===== src/rtl/mcbsp_controller.sv =====
// McBSP slave: oversamples the serial port in the a_clk domain, assembles received
// frames into dataset_read and serializes eight latched stream words back out.

module mcbsp_tx_lane #(
  parameter int DW = 32,
  parameter int WW = 32
) (
  input  logic          gclk,
  input  logic          grst_n,
  input  logic          latch,
  input  logic          tvalid,
  input  logic [DW-1:0] tdata,
  output logic [WW-1:0] word
);
  // An invalid lane at frame latch keeps retransmitting its previous word.
  always_ff @(posedge gclk or negedge grst_n) begin
    if (!grst_n)               word <= '0;
    else if (latch && tvalid)  word <= WW'(tdata);
  end
endmodule

module mcbsp_controller #(
  parameter int WORDS_PER_FRAME   = 8,
  parameter int BITS_PER_WORD     = 32,
  parameter int SAXIS_TDATA_WIDTH = 32
) (
  input  logic                                        a_clk,
  input  logic                                        a_resetn,
  input  logic                                        mcbsp_clk,
  input  logic                                        mcbsp_frame_start,
  input  logic                                        mcbsp_data_rx,
  input  logic                                        mcbsp_data_nrx,
  output logic                                        mcbsp_data_clkr,
  output logic                                        mcbsp_data_tx,
  output logic                                        mcbsp_data_fsx,
  output logic                                        mcbsp_data_frm,
  output logic                                        trigger,
  output logic [WORDS_PER_FRAME*BITS_PER_WORD-1:0]    dataset_read,
  input  logic [SAXIS_TDATA_WIDTH-1:0]                S_AXIS1_tdata,
  input  logic                                        S_AXIS1_tvalid,
  input  logic [SAXIS_TDATA_WIDTH-1:0]                S_AXIS2_tdata,
  input  logic                                        S_AXIS2_tvalid,
  input  logic [SAXIS_TDATA_WIDTH-1:0]                S_AXIS3_tdata,
  input  logic                                        S_AXIS3_tvalid,
  input  logic [SAXIS_TDATA_WIDTH-1:0]                S_AXIS4_tdata,
  input  logic                                        S_AXIS4_tvalid,
  input  logic [SAXIS_TDATA_WIDTH-1:0]                S_AXIS5_tdata,
  input  logic                                        S_AXIS5_tvalid,
  input  logic [SAXIS_TDATA_WIDTH-1:0]                S_AXIS6_tdata,
  input  logic                                        S_AXIS6_tvalid,
  input  logic [SAXIS_TDATA_WIDTH-1:0]                S_AXIS7_tdata,
  input  logic                                        S_AXIS7_tvalid,
  input  logic [SAXIS_TDATA_WIDTH-1:0]                S_AXIS8_tdata,
  input  logic                                        S_AXIS8_tvalid
);
  localparam int N      = WORDS_PER_FRAME * BITS_PER_WORD;
  localparam int CW     = $clog2(N + 1);
  localparam int IW     = (N > 1) ? $clog2(N) : 1;
  localparam int STAGES = 1;
  localparam logic [CW-1:0] N_LAST = CW'(N - 1);
  localparam logic [CW-1:0] N_END  = CW'(N);

  typedef enum logic {RX_IDLE, RX_SHIFT} rx_state_e;

  logic nrx_unused;
  assign nrx_unused = mcbsp_data_nrx;

  // 2-flop synchronizers plus one extra stage on the clock for edge detection
  logic [1:0] clk_sync, fs_sync, rx_sync;
  logic       clk_q;

  always_ff @(posedge a_clk or negedge a_resetn) begin
    if (!a_resetn) begin
      clk_sync <= '0;
      fs_sync  <= '0;
      rx_sync  <= '0;
      clk_q    <= 1'b0;
    end else begin
      clk_sync <= {clk_sync[0], mcbsp_clk};
      fs_sync  <= {fs_sync[0], mcbsp_frame_start};
      rx_sync  <= {rx_sync[0], mcbsp_data_rx};
      clk_q    <= clk_sync[1];
    end
  end

  logic clk_rise, clk_fall, frame_latch;
  assign clk_rise        = clk_sync[1] & ~clk_q;
  assign clk_fall        = ~clk_sync[1] & clk_q;
  assign frame_latch     = clk_fall & fs_sync[1];
  assign mcbsp_data_clkr = clk_sync[1];

  // Per-word transmit latches
  logic [7:0][SAXIS_TDATA_WIDTH-1:0]             s_tdata;
  logic [7:0]                                    s_tvalid;
  logic [WORDS_PER_FRAME-1:0][BITS_PER_WORD-1:0] tx_words;
  logic [N-1:0]                                  tx_frame;

  assign s_tdata  = {S_AXIS8_tdata, S_AXIS7_tdata, S_AXIS6_tdata, S_AXIS5_tdata,
                     S_AXIS4_tdata, S_AXIS3_tdata, S_AXIS2_tdata, S_AXIS1_tdata};
  assign s_tvalid = {S_AXIS8_tvalid, S_AXIS7_tvalid, S_AXIS6_tvalid, S_AXIS5_tvalid,
                     S_AXIS4_tvalid, S_AXIS3_tvalid, S_AXIS2_tvalid, S_AXIS1_tvalid};
  assign tx_frame = tx_words;

  for (genvar i = 0; i < WORDS_PER_FRAME; i++) begin : g_lane
    logic                         lane_vld;
    logic [SAXIS_TDATA_WIDTH-1:0] lane_dat;
    if (i < 8) begin : g_port
      assign lane_vld = s_tvalid[i];
      assign lane_dat = s_tdata[i];
    end else begin : g_tie
      assign lane_vld = 1'b0;
      assign lane_dat = '0;
    end
    mcbsp_tx_lane #(.DW(SAXIS_TDATA_WIDTH), .WW(BITS_PER_WORD)) u_lane (
      .gclk   (a_clk),
      .grst_n (a_resetn),
      .latch  (frame_latch),
      .tvalid (lane_vld),
      .tdata  (lane_dat),
      .word   (tx_words[i])
    );
  end

  // Receive: only frames opened by frame_start are collected; padding leaves it idle
  rx_state_e         rx_st, rx_nxt;
  logic [CW-1:0]     rx_cnt;
  logic [N-1:0]      shift_reg;
  logic              rx_store, frame_done;
  logic [STAGES:0]   vld_pipe;

  always_comb begin
    rx_nxt     = rx_st;
    rx_store   = 1'b0;
    frame_done = 1'b0;
    if (frame_latch) begin
      rx_nxt = RX_SHIFT;
    end else if (clk_fall && rx_st == RX_SHIFT) begin
      rx_store = 1'b1;
      if (rx_cnt == N_LAST) begin
        frame_done = 1'b1;
        rx_nxt     = RX_IDLE;
      end
    end
  end

  always_ff @(posedge a_clk or negedge a_resetn) begin
    if (!a_resetn) begin
      rx_st        <= RX_IDLE;
      rx_cnt       <= '0;
      shift_reg    <= '0;
      vld_pipe     <= '0;
      dataset_read <= '0;
    end else begin
      rx_st    <= rx_nxt;
      vld_pipe <= {vld_pipe[STAGES-1:0], frame_done};
      if (frame_latch) begin
        shift_reg[0] <= rx_sync[1];
        rx_cnt       <= CW'(1);
      end else if (rx_store) begin
        shift_reg[rx_cnt[IW-1:0]] <= rx_sync[1];
        rx_cnt                    <= rx_cnt + CW'(1);
      end
      if (vld_pipe[0]) dataset_read <= shift_reg;
    end
  end

  assign trigger = vld_pipe[STAGES];

  // Transmit: bit k goes out on the k-th rising edge after the latching fall
  logic [CW-1:0] tx_cnt;
  logic          tx_armed;

  always_ff @(posedge a_clk or negedge a_resetn) begin
    if (!a_resetn) begin
      tx_cnt         <= '0;
      tx_armed       <= 1'b0;
      mcbsp_data_tx  <= 1'b0;
      mcbsp_data_fsx <= 1'b0;
      mcbsp_data_frm <= 1'b0;
    end else if (frame_latch) begin
      tx_cnt   <= '0;
      tx_armed <= 1'b1;
    end else if (clk_rise) begin
      if (tx_armed && tx_cnt < N_END) begin
        mcbsp_data_tx  <= tx_frame[tx_cnt[IW-1:0]];
        mcbsp_data_fsx <= (tx_cnt == '0);
        mcbsp_data_frm <= 1'b1;
        tx_cnt         <= tx_cnt + CW'(1);
      end else begin
        mcbsp_data_tx  <= 1'b0;
        mcbsp_data_fsx <= 1'b0;
        mcbsp_data_frm <= 1'b0;
      end
    end
  end

endmodule


===== config.mk =====
export PLATFORM = sky130hd
export DESIGN_NAME = mcbsp_controller
export DESIGN_NICKNAME = d
export VERILOG_FILES = /design/src/rtl/mcbsp_controller.sv
export SDC_FILE = /design/constraint.sdc
export NUM_CORES = 1
export LEC_CHECK = 0
export BUFFER_PORTS_ARGS = -buffer_cell sky130_fd_sc_hd__buf_2
export CAP_MARGIN = 20
export CORE_MARGIN = 4
export CORE_UTILIZATION = 57
export DETAILED_ROUTE_END_ITERATION = 8
export PLACE_DENSITY = 0.8
export SYNTH_ARGS = -nofsm -noshare
export SYNTH_HDL_FRONTEND = slang
export SYNTH_SLANG_ARGS = --single-unit

===== constraint.sdc =====
create_clock -name a_clk -period 3 [get_ports a_clk]
set_clock_uncertainty 0.2 [all_clocks]
set_input_delay 0.3 -clock a_clk [delete_from_list [all_inputs] [get_ports a_clk]]
set_output_delay 0.3 -clock a_clk [all_outputs]
set_load 0.03 [all_outputs]

# Word-level counts from Yosys, hierarchy flattened
# Cells that the tools add are included.
# word_totals
ff_bits	800
in_bits	270
output_inout_bits	261
wordCells	80
# op_classes
n_addsub	2
order_cmp	4
eq_ne	1
n_mux	23
n_bitwise	6
n_reduce_logical	21
# ops
operator	n
$bwmux W256	1
$mux W9	5
$add A9 B1 Y9 const B	2
$lt A8 B9 Y1 const B	2
$mux W1	15
$logic_and A1 B1 Y1	11
$reduce_bool A2 Y1	5
$eq A9 B8 Y1 const B	1
$logic_not A9 Y1	1
$lt A9 B9 Y1 const B	1
$bmux W1 S8	1
$demux W1 S8	1
$ge A8 B1 Y1 const B	1
$reduce_and A2 Y1	4
$and A1 B1 Y1	3
$not A1 Y1	3

# Depth between registers and ports, before layout
# logic_depth
word_depth	7
mapped_depth	10
ltp_nobuf	6

# Hierarchy
# Synthesis repeated with hierarchy kept, for this count alone.
# unflattened
hier_cells	2428
area_unflattened_um2	34644.5
# by_module_without_submodules
module	instances	cells_each	area_each_um2	seq_area_each_um2
mcbsp_controller	1	1884	23884.2	13613.1
mcbsp_tx_lane	8	68	1345.0	800.8

# Least setup slack after synthesis
# No wires, ideal clock.
# synth_path
path_kind	register to register
from	reg clk_sync[1]
to	reg shift_reg[211]
setup_time_ps	125
arrival_ps	2072
t_required_ps	2675
setup_slack_ps	603
path_stages_with_launch	9
n_path_buf	3
period_less_slack_ps	2397
path_cell_list	dfrtp_1 -> nor2b_1 -> and2_1 -> buf_2 -> buf_1 -> nand3_1 -> clkbuf_1 -> nor2_1 -> mux2_2
# synth_via
elab_chain_cells	6
word_cells_on_any_way	8
cone_classes	mux (2); bitwise (4); reduce/logical (2)
# synth_rtl
element	line	source
from (decl)	69	logic [1:0] clk_sync, fs_sync, rx_sync;
from (signal assigned)	79	clk_sync <= {clk_sync[0], mcbsp_clk};
$not A1 Y1 *	88	assign clk_fall = ~clk_sync[1] & clk_q;
$and A1 B1 Y1 *	88	
$logic_and A1 B1 Y1	137	end else if (clk_fall && rx_st == RX_SHIFT) begin
$mux W1	137	
$mux W1	135	if (frame_latch) begin
$reduce_and A2 Y1 (no line) *	n/a	
to (signal, indexed assignment)	160	shift_reg[rx_cnt[IW-1:0]] <= rx_sync[1];
to (decl)	127	logic [N-1:0] shift_reg;
# Mark *: on every way between the ends. The rest lies on a longest branch, timed or not.
# A chain may end at the register's enable or synchronous reset.

# Worst setup path after layout
# layout_path
from	reg tx_cnt[0]
to	reg mcbsp_data_tx
# layout_via
elab_chain_cells	3
word_cells_on_any_way	5
cone_classes	order compare (1); mux (3); reduce/logical (1)
# layout_rtl
element	line	source
from (decl)	170	logic [CW-1:0] tx_cnt;
from (signal assigned)	188	tx_cnt <= tx_cnt + CW'(1);
$bmux W1 S8 / $lt A9 B9 Y1 (equally long branches)	185, 184	
$mux W1 (implied by the code) / $logic_and A1 B1 Y1 (equally long branches)	185, 184	
$mux W1 *	184	if (tx_armed && tx_cnt < N_END) begin
to (signal assigned)	185	mcbsp_data_tx <= tx_frame[tx_cnt[IW-1:0]];
to (decl)	34	output logic mcbsp_data_tx,
# Mark *: on every way between the ends. The rest lies on a longest branch, timed or not. The select of a mux whose other input is x is not followed.

==> impl_metrics.toml <==
[layout]
mostFrequentLayoutCells = "795 x dfrtp_1, 665 x mux2_2, 528 x buf_2, 260 x dlygate4sd3_1, 221 x nand2_1"
drive_gt1_share_pct = 44.8
area_growth_pct = 28.0
regArea_sq_um = 20000
fin_nets = 3529
fillCellCount = 3434
final_common_cell = "dfrtp_1"
multi_input_area_sq_um = 12600

[yosys]
synth_area_per_cell_sq_um = 13.7
async_flop_share_pct = 100
yosysUniqueCellTypes = 52
yosysWarnings = 0
ys_ff_latch = 800
synth_flop_cell = "dfrtp_1"
synth_edf_count = 0
netlist_area_sq_um = 33300
yosysSeqAreaShare_pct = 60.1
syn_inst = 2434
syn-num-nets = 2711

[cts]
cts.path.max_buffers = 3
path_clk_slew_ps = 60
cts-htree-levels = 3
clock-sinks = 800
root_buffer = "clkbuf_16"
cts_buffers = 81
clk_latency_ps = 630
cts_tree = "done"

[power]
p_sw_mw = 6.99
netSwitchingFraction_pct = 26.2
peakVddDrop_mv = 0.515
p_clk_share_pct = 38.9
p_leak_nw = 21.4
seqPwrFrac_pct = 46.2
combPwrFrac_pct = 14.9
internal_power_mw = 19.7
p_per_area_nw_per_um2 = 626

[sta]
setup-violations-final = 0
min_period_ps = 2900
max_clock_freq_mhz = 345
final_hold_viol_count = 0
fin_ws_ps = 98.9
drv_slew = 0
totalNegativeSetupSlack_ps = 0
timing.slew.headroom_pct = 34.5
min_period_over_period_pct = 96.7
rsz0062_at_grt = "false"
max_slew.worst_pin.slew_ps = 982

[drt]
first_pass_iters = 6
vias = 24863
dr.first_iter.drc_count = 2225
finalWirelength_mm = 109
vias_per_cell = 6.08
postRouteAntennaNets = 0
drc_errors = 0
wl_per_cell_um = 26.6

[worst_setup_path]
crit_path_top_delay_cell = "mux4_1"
rr_worst_depth = 7
crit_chain = "buf_12 > mux4_1 > mux4_2 > a21o_1 > a21oi_1 > o211ai_1 > o31a_1"
cp_max_fo = 11
cp_top_family = "multiplexers"
path_class = "reg2reg"
end_kind = "register"
crit_buf_inv = 1
cp.arrival_ps = 3190
max_stage_delay_ps = 590
worstPathRequired_ps = 3290
startpoint_type = "register"
cp.depth = 7

[global_route]
gr-total-overflow = 0
grt_pass1_wl_mm = 164
grtUsageTotal_pct = 34.4
antenna_found_initial = 9
grt_max_degree = 109
grt_pass1_vias = 26580

[floorplan]
die_h_um = 250
start_util_pct = 57.7
core-area_sq_um = 57800
rows = 88
pin_count = 531
dieWidth_um = 250
dieArea_sq_um = 62400

[place]
dp_hpwl_mm = 66.5
gp_congestion = 0.916
port_buffers = 529
pre_cts_ws_ps = 143

[run]
maxCapViolations = 0

[worst_hold_path]
hp-class = "in2async"

[outcome]
status = "finished clean"
==> final timing paths <==
| kind | slack (ps) | end | start |
|---|---|---|---|
| hold / removal | 140 | dataset_read[92] | a_resetn |
| max in group asynchronous | 1580 | clk_sync[1] | a_resetn |
| min in group a_clk | 140 | rx_sync[0] | mcbsp_data_rx |
| setup reg to reg | 100 | mcbsp_data_tx | tx_cnt[0] |
| hold reg to reg | 150 | clk_sync[1] | clk_sync[0] |
| setup / recovery | 100 | mcbsp_data_tx | tx_cnt[0] |
==> Yosys cell counts (4+ instances only) <==
library cell / count / area, sq um
dfrtp_1: 800 / 20000
mux2_2: 665 / 7490
nand2_1: 221 / 830
nand3_1: 139 / 696
nor2_1: 132 / 495
o21ai_0: 116 / 581
clkbuf_1: 114 / 428
mux4_2: 42 / 946
buf_1: 29 / 109
mux4_1: 21 / 552
mux2i_1: 16 / 160
a22oi_1: 14 / 105
nor2b_1: 10 / 62.6
nor3_1: 9 / 45.0
a21oi_1: 8 / 40.0
inv_1: 8 / 30.0
buf_6: 7 / 78.8
ha_1: 7 / 87.6
and2_1: 6 / 37.5
buf_2: 6 / 30.0
nand2b_1: 6 / 37.5
a311oi_1: 5 / 43.8
nand4_1: 5 / 31.3
a31oi_1: 4 / 25.0
buf_4: 4 / 30.0
or3_1: 4 / 25.0
==> power groups by stage <==
stage	Sequential (mW)	Clock, mW	Combinational [mW]
3_5_place_dp	12.4	0	3.35
4_1_cts	12.2	10.4	3.65
2_1_floorplan	12.1	0	2.36
6_report	12.3	10.4	3.97
3_3_place_gp	12.3	0	3.23
5_1_grt	12.4	11.0	4.16
==> metal layers <==
layer	GRT usage, %	vias to the layer above	share of wire, %
li1	-	10288	-
met1	40.6	12506	35
met2	56.2	1570	48
met3	9.23	495	9.3
met4	21.8	4	7.4
met5	0	-	0.023
==> worst reg2reg max path: stages, from the launching register on <==
cell,delay [ps]
dfrtp_4,460
buf_12,160
mux4_1,600
mux4_2,540
a21o_1,200
a21oi_1,310
o211ai_1,140
o31a_1,150
==> per-stage QoR <==
step                      std cells  util [%]  total power [mW]  area (sq um)  hold WS, ps
after floorplan                2434         -              14.5         33300         -196
after global placement         3670      64.5              15.5         37300         14.3
after detailed placement       3670      64.5              15.7         37300         16.3
after CTS                      4078      73.7              26.2         42600         98.7
after global routing           4087      73.8              27.5         42600          138
final                          4089      73.8              26.7         42600          136
==> cell families after synthesis <==
group                    synth area share, %
AO/OA/AOI/OAI                           2.84
XOR/XNOR                              0.0526
adder cells (fa/ha/maj)                0.263
buffers and inverters                   2.26
flip-flops                              60.1
multiplexers                            27.4
AND/OR/NAND/NOR                         7.06
==> final cells by class <==
cell class	count	area share (%)
antenna	8	0.0469
tap	765	2.24
inverter	9	0.0792
sequential	800	47.0
clock inverter	26	0.777
multi-input combinational	1461	29.5
timing repair buffer	899	14.9
clock buffer	121	5.55
==> repair_timing <==
action | 4_1_cts | 5_1_grt
buffers inserted | 0 | 2
hold endpoints to repair | 774 | 0
hold buffers | 261 | 0
setup endpoints to repair | 0 | 1
resized for setup | 0 | 0
Note: power is estimated with default switching activity, not from simulation.
